**config.mk**
```make
export PLATFORM = sky130hd
export DESIGN_NAME = pipeline_trace_buffer
export DESIGN_NICKNAME = d
export VERILOG_FILES = /design/src/rtl/pipeline_trace_buffer.sv
export SDC_FILE = /design/constraint.sdc
export NUM_CORES = 2
export LEC_CHECK = 0
export CAP_MARGIN = 20
export CORE_MARGIN = 2
export CORE_UTILIZATION = 51
export DETAILED_ROUTE_END_ITERATION = 8
export GPL_TIMING_DRIVEN = 0
export PLACE_DENSITY = 0.68
export SLEW_MARGIN = 20
export SYNTH_ARGS = -nofsm -noshare
export SYNTH_HDL_FRONTEND = slang
export SYNTH_SLANG_ARGS = --single-unit
```
**constraint.sdc**
```tcl
create_clock -name clock -period 7.93 [get_ports clock]
set_input_delay 1.1895 -clock clock [delete_from_list [all_inputs] [get_ports clock]]
set_output_delay 1.1895 -clock clock [all_outputs]
set_load 0.01 [all_outputs]
```
**src/rtl/pipeline_trace_buffer.sv**
```systemverilog
// rtl/pipeline_trace_buffer.sv - pipeline trace capture buffer with trigger, ring mode and drain port
module pipeline_trace_buffer #(
  parameter int ADDR_W   = 32,
  parameter int REG_W    = 32,
  parameter int NUM_REGS = 4,
  parameter int DEPTH    = 16,
  parameter int STAMP_W  = 16,
  parameter int PCNT_W   = 8
) (
  input  logic                                         clock,
  input  logic                                         reset_n,
  input  logic [ADDR_W-1:0]                            pc_in,
  input  logic                                         hold_in,
  input  logic                                         flush_in,
  input  logic [1:0]                                   fw1_in,
  input  logic [1:0]                                   fw2_in,
  input  logic [NUM_REGS*REG_W-1:0]                    regs_in,
  input  logic                                         arm,
  input  logic                                         stop,
  input  logic                                         mode,
  input  logic                                         trig_en,
  input  logic [ADDR_W-1:0]                            trig_pc,
  input  logic [PCNT_W-1:0]                            post_count,
  output logic                                         rd_valid,
  input  logic                                         rd_ready,
  output logic [STAMP_W+ADDR_W+6+NUM_REGS*REG_W-1:0]   rd_data,
  output logic [1:0]                                   state,
  output logic [$clog2(DEPTH):0]                       count,
  output logic                                         overflow,
  output logic                                         triggered
);

  localparam int E  = STAMP_W + ADDR_W + 6 + NUM_REGS * REG_W;
  localparam int PW = $clog2(DEPTH);
  localparam int CW = PW + 1;

  typedef enum logic [1:0] {
    S_IDLE    = 2'd0,
    S_CAPTURE = 2'd1,
    S_POST    = 2'd2,
    S_DONE    = 2'd3
  } state_t;

  state_t              state_q, state_d;
  logic [PW-1:0]       wr_ptr_q, wr_ptr_d;
  logic [PW-1:0]       rd_ptr_q, rd_ptr_d;
  logic [CW-1:0]       count_q, count_d;
  logic [STAMP_W-1:0]  stamp_q, stamp_d;
  logic                overflow_q, overflow_d;
  logic                triggered_q, triggered_d;
  logic                mode_q, mode_d;
  logic [PCNT_W-1:0]   remaining_q, remaining_d;
  logic                wr_en;
  logic [E-1:0]        wr_entry;
  logic                full;
  logic                will_fill;
  logic                trig_hit;

  logic [E-1:0]        mem_q [DEPTH];

  assign wr_entry  = {stamp_q, pc_in, hold_in, flush_in, fw1_in, fw2_in, regs_in};
  assign full      = (count_q == CW'(DEPTH));
  // In fill-stop mode the write that lands on the last free slot ends the capture.
  assign will_fill = !mode_q && (count_q == CW'(DEPTH - 1));
  assign trig_hit  = trig_en && (pc_in == trig_pc);

  // State and bookkeeping registers; reset discards any capture in progress.
  always_ff @(posedge clock or negedge reset_n) begin
    if (!reset_n) begin
      state_q     <= S_IDLE;
      wr_ptr_q    <= '0;
      rd_ptr_q    <= '0;
      count_q     <= '0;
      stamp_q     <= '0;
      overflow_q  <= 1'b0;
      triggered_q <= 1'b0;
      mode_q      <= 1'b0;
      remaining_q <= '0;
    end else begin
      state_q     <= state_d;
      wr_ptr_q    <= wr_ptr_d;
      rd_ptr_q    <= rd_ptr_d;
      count_q     <= count_d;
      stamp_q     <= stamp_d;
      overflow_q  <= overflow_d;
      triggered_q <= triggered_d;
      mode_q      <= mode_d;
      remaining_q <= remaining_d;
    end
  end

  // Trace memory is not reset; only entries counted by count are meaningful.
  always_ff @(posedge clock) begin
    if (wr_en) begin
      mem_q[wr_ptr_q] <= wr_entry;
    end
  end

  // Next-state: arm/pop while idle or done, capture/trigger/stop while recording.
  always_comb begin
    state_d     = state_q;
    wr_ptr_d    = wr_ptr_q;
    rd_ptr_d    = rd_ptr_q;
    count_d     = count_q;
    stamp_d     = stamp_q;
    overflow_d  = overflow_q;
    triggered_d = triggered_q;
    mode_d      = mode_q;
    remaining_d = remaining_q;
    wr_en       = 1'b0;

    case (state_q)
      S_IDLE, S_DONE: begin
        if (arm) begin
          wr_ptr_d    = '0;
          rd_ptr_d    = '0;
          count_d     = '0;
          stamp_d     = '0;
          overflow_d  = 1'b0;
          triggered_d = 1'b0;
          mode_d      = mode;
          state_d     = S_CAPTURE;
        end else if (rd_ready && (count_q != '0)) begin
          rd_ptr_d = rd_ptr_q + PW'(1);
          count_d  = count_q - CW'(1);
        end
      end

      S_CAPTURE, S_POST: begin
        if (stop) begin
          state_d = S_DONE;
        end else begin
          wr_en    = 1'b1;
          wr_ptr_d = wr_ptr_q + PW'(1);
          stamp_d  = stamp_q + STAMP_W'(1);
          // A full ring drops its oldest entry; count stays at DEPTH.
          if (full) begin
            rd_ptr_d   = rd_ptr_q + PW'(1);
            overflow_d = 1'b1;
          end else begin
            count_d = count_q + CW'(1);
          end

          if (state_q == S_CAPTURE) begin
            if (trig_hit) begin
              triggered_d = 1'b1;
              remaining_d = post_count;
              state_d     = (post_count == '0) ? S_DONE : S_POST;
            end
          end else begin
            remaining_d = remaining_q - PCNT_W'(1);
            if (remaining_q == PCNT_W'(1)) begin
              state_d = S_DONE;
            end
          end

          if (will_fill) begin
            state_d = S_DONE;
          end
        end
      end

      default: state_d = S_IDLE;
    endcase
  end

  // Outputs: the drain port is only live outside of a capture.
  always_comb begin
    rd_valid  = ((state_q == S_IDLE) || (state_q == S_DONE)) && (count_q != '0);
    rd_data   = mem_q[rd_ptr_q];
    state     = state_q;
    count     = count_q;
    overflow  = overflow_q;
    triggered = triggered_q;
  end

endmodule

```
-- Word level (Yosys, flattened, before mapping)
Memories as Yosys holds them, arrays and structs flattened.
Cells that the tools add are included.
- multiplexer cells: 38
- bitwise operators: 1
- reduce and logical (&&, ||, !) cells: 19
- add/subtract/negate cells: 6
- equal/unequal tests: 17
- operator list (operator ; count):
    == test 32 bit ; 1
    2-to-1 mux 16 bit ; 2
    one-hot mux 16 bit (2 select lines) ; 1
    2-to-1 mux 4 bit ; 6
    2-to-1 mux 5 bit ; 4
    adder 16 x 1 -> 16 bit (second input constant) ; 1
    2-to-1 mux 8 bit ; 2
    one-hot mux 4 bit (2 select lines) ; 2
    AND reduction 3 bit ; 5
    != test 2 bit (second input constant) ; 7
    2-to-1 mux 2 bit ; 6
    2-to-1 mux 1 bit ; 11
    != test 5 bit (second input constant) ; 2
    one-hot mux 5 bit (2 select lines) ; 1
    adder 4 x 1 -> 4 bit (second input constant) ; 2
    == test 8 x 1 -> 1 bit (second input constant) ; 1
    zero test 8 bit ; 1
    subtractor 8 x 1 -> 8 bit (second input constant) ; 1
    adder 5 x 1 -> 5 bit (second input constant) ; 1
    == test 5 x 4 -> 1 bit (second input constant) ; 1
    == test 5 bit (second input constant) ; 1
    nonzero test 5 bit ; 1
    subtractor 5 x 1 -> 5 bit (second input constant) ; 1
    == test 2 bit (second input constant) ; 2
    other kinds (12) ; 18
- RAM bits: 2912
- logic and storage cells: 91
- flip-flop bits (word level): 42
- output and inout bits: 192
- memories: 1
- memory list (memory ; depth ; width ; rd ports ; clocked after memory_dff ; wr ports ; line ; source):
    mem_q ; 16 ; 182 ; 1 ; 0 ; 1 ; 59 ; logic [E-1:0] mem_q [DEPTH];

-- Depth between registers and ports, before layout
- depth in word-level cells: 7
- mapped depth: 9

-- Worst setup path before layout
No wires, ideal clock.
- path type: input to register
- start: in stop
- end: mem mem_q[0][0] (netlist name) (enable)
- arrival: 6.243 ns
- setup slack: 1.123 ns
- stages: 5
- cell sequence: or2_1 -> clkbuf_1 -> buf_1 -> nor3_1 -> and2_1
- cells in the longest elaborated chain, start to end: 4
- RTL lines (item ; line ; source):
    start: declaration ; 19 ; input logic stop,
    2-to-1 mux 1 bit ; 130 ; if (stop) begin
    2-to-1 mux 1 bit ; 112 ; case (state_q)
    2-to-1 mux 1 bit ; 94 ; if (wr_en) begin
    2-to-1 mux 1 bit (not written as such) ; 95 ; mem_q[wr_ptr_q] <= wr_entry;
    end: declaration ; 59 ;
No other way between the ends.

-- Worst setup path after layout
- start: reg rd_ptr_q[1]
- end: out rd_data[116]
- cells in the longest elaborated chain, start to end: 1
- RTL lines (item ; line ; source):
    start: declaration ; 46 ; logic [PW-1:0] rd_ptr_q, rd_ptr_d;
    start signal: assignment ; 82 ; rd_ptr_q <= rd_ptr_d;
    memory read (16 x 182 bit) ; -- ;
    end: declaration ; 26 ; output logic [STAMP_W+ADDR_W+6+NUM_REGS*REG_W-1:0] rd_data,
No other way between the ends.

==> flow_metrics.tcl <==
set metrics [dict create \
    status "completed" \
    fin_crit_sh 0.799 \
    antenna_found_initial 60 \
    power_frac_comb 0.290 \
    final_antenna_net_count 0 \
    cts_setup_buffers 0 \
    fin_nets 6799 \
    grt_start_max_net_pins 39 \
    synth_fa_ha_area_frac 0.00153 \
    viasPerCell 6.34 \
    cts.sinks 2954 \
    clockBufferDepth 4 \
    worstSetupEndpointType "output port" \
    slew_headroom 0.192 \
    rows 173 \
    hold_buffers 0 \
    crit_path_max_fanout 11 \
    peakVddDrop_mv 0.224 \
    critical_path_arrival_ps 5150 \
    drive_above_1_share 0.183 \
    synth-compound-area-share 0.0542 \
    place_congestion 0.794 \
    grt_pass1_wl_um 447000 \
    clkLatencyLatePin_ps 930 \
    max_cap_viol_count 0 \
    ys_seq_area_frac 0.773 \
    setup_viol 0 \
    ys_warn_count 0 \
    pwr-share-seq 0.405 \
    fin_area_um2 134000 \
    area_growth_pct 16.9 \
    dieWidth_um 478 \
    p_switching_uw 13400 \
    internal_power_uw 30700 \
    synth_edf_count 2912 \
    synth_nets 5994 \
    finalSetupTns_ps 0 \
    htreeDepth 5 \
    synth_top_family_by_area "multiplexers" \
    grt_usage 0.276 \
    fill_cells 15700 \
    placed_area_um2 125000 \
    hold_class "in -> async" \
    vias 62100 \
    yosysUniqueCellTypes 58 \
    die_area_um2 228000 \
    drt_pass1_iterations 6 \
    crit_type "reg -> out" \
    start_util 0.514 \
    grt_overflow 0 \
    numCtsBuffers 308 \
    ys.flop_type "edfxtp_1" \
    hpwl_um 205000 \
    rsz0062_at_grt "false" \
    swShare 0.304 \
    fmax_ghz 0.158 \
    core_um2 223000 \
    finalClockSkew_ps 63.0 \
    drv_slew 0 \
    netlist_instances 5767 \
    start_kind "flip-flop" \
    ctsResizeCount 0 \
    die_h_um 478 \
    cts_tree "yes" \
    synth_xor_area_frac 0.00283 \
    cellLeakagePower_uw 0.0433 \
    synthesis.area_um2 114000 \
    async_reset_ff_frac 0.0142 \
    hold_viol_final 0 \
    port_buffers 404 \
    worst_pin_slew_ps 1210 \
    cts-root-buf "clkbuf_16" \
    fin_crit_ps 6340 \
    p_per_area_nw_per_um2 329 \
    wl_per_cell_um 32.6 \
    num_io_pins 405 \
    synth_simple_gate_area_frac 0.0139 \
    worstPathRequired_ps 6740 \
    syn_area_per_cell_um2 19.9 \
    p_clk_frac 0.306 \
    drt-initial-drc-count 8552 \
    ys_ff_latch 2954 \
    clk_pin_slew_worst_paths_ps 60 \
    drc 0 \
    drt-total-wl_um 319000 \
    grt_pass1_vias 61300 \
    muxShareOfSynthArea 0.138 \
]
-- cell usage after synthesis, drive strengths merged, types with 5 or more instances --
cell type  instances  area share
o21ai            383       0.017
edfxtp          2912        0.76
a31oi              9     0.00049
a21oi            198      0.0087
xor2              11     0.00084
nand4             25      0.0014
nand2b             5     0.00027
a22oi            182       0.012
nand3              9     0.00039
ha                14      0.0015
dfrtp             42      0.0092
inv               15     0.00049
buf              168       0.011
or3                5     0.00027
a221oi           181       0.014
nor2              17     0.00056
o211ai             7     0.00046
mux2i            548       0.048
and3              14     0.00076
nor3              10     0.00044
xnor2             26      0.0020
clkbuf           152      0.0050
mux2             182       0.018
nand2            216      0.0071
mux4             367       0.072
nor4               9     0.00066
and2              19      0.0010
-- cells by family (layout without fill, tap and decap cells) --
group,after synthesis,count (layout)
buf+inv,335,1353
simple gates,344,344
xor+xnor,37,37
fa+ha+maj,14,14
other cells,0,27
flops,2954,2954
compound gates,986,986
mux,1097,1097
-- per-layer routing --
| metal | GRT usage | up-vias | wire, um |
|---|---|---|---|
| met3 | 0.0518 | 627 | 29800 |
| met4 | 0.113 | 32 | 13000 |
| met2 | 0.442 | 3469 | 153000 |
| met5 | 0 | - | 202 |
| li1 | - | 25500 | - |
| met1 | 0.376 | 32400 | 122000 |
-- area by class of cell --
class	instances	area [um2]	area share
diodes	27	67.6	0.000505
plain buffers	320	1870	0.0139
clock buffers	383	8160	0.0609
clock inverters	140	1040	0.00774
inverters	15	56.3	0.000421
multi-input cells	2478	24100	0.180
flip-flops and latches	2954	88500	0.661
well taps	2975	3720	0.0278
repair buffers	495	6320	0.0472
-- path summary, 6_finish.rpt --
kind                              from       endpoint  slack, ps  depth (start not counted)
max                        rd_ptr_q[1]   rd_data[116]       1590                          9
min                            reset_n       count[2]        220                          1
max reg2reg                   state[0]  mem_q[15][76]       3530                         10
min reg2reg                     mode_q         mode_q        480                          2
max in group asynchronous      reset_n    rd_ptr_q[2]       7160                          2
min in group clock              mode_q         mode_q        480                          2
-- cells in the final DEF, fill, tap and decap left out, types with 15 or more instances in the layout --
cell,synthesis,routed
o21ai_0,381,381
clkbuf_2,0,15
buf_6,52,52
buf_16,0,61
a22oi_1,182,182
clkbuf_16,0,314
edfxtp_1,2912,2912
mux4_2,367,367
clkinv_1,0,61
nand4_1,25,25
buf_4,45,45
buf_2,70,71
diode_2,0,27
a21oi_1,198,198
mux2_2,182,182
inv_1,15,15
and2_4,0,16
a221oi_1,181,181
xnor2_1,26,26
clkinv_2,0,48
clkbuf_1,152,202
dfrtp_1,42,42
nor2_1,17,17
mux2i_1,548,548
nand2_1,216,216
clkdlybuf4s50_1,0,403
buf_12,0,30
-- metrics by stage --
| step | hold WS, ps | power (uW) | utilization | instances | setup WS, ps |
|---|---|---|---|---|---|
| floorplan | 446 | 25100 | - | 5767 | 1120 |
| global placement | 462 | 30900 | 0.549 | 9146 | -5330 |
| detailed placement | 468 | 30900 | 0.559 | 9237 | 2640 |
| CTS | 177 | 44300 | 0.601 | 9760 | 1610 |
| global route | 208 | 45400 | 0.601 | 9774 | 1530 |
| finish | 218 | 44100 | 0.601 | 9787 | 1590 |
-- state kept, by name (all words and copies together), names as in the netlist --
| name | flops |
|---|---|
| mem_q | 2912 |
| rd_ptr_q | 4 |
| remaining_q | 8 |
| count | 5 |
| stamp_q | 16 |
| mode_q | 1 |
| overflow | 1 |
| triggered | 1 |
| wr_ptr_q | 4 |
| state | 2 |
-- power groups by stage --
stage	combinational (uW)	sequential, uW	clock (uW)
6_report	12800	17800	13500
5_1_grt	13400	17900	14200
4_1_cts	12800	17800	13600
3_5_place_dp	12800	18200	0
3_3_place_gp	12500	18400	0
2_1_floorplan	6890	18200	0
-- worst max-delay path, stage by stage (launching register included) --
cell and delay, ps:
dfrtp_1 410, buf_2 210, nand2_1 660, buf_2 670
clkbuf_1 710, o21ai_0 190, a21oi_1 200, o21ai_0 110
nand2_1 370, clkdlybuf4s50_1 620
No activity file was read; power rests on OpenSTA's default activity.
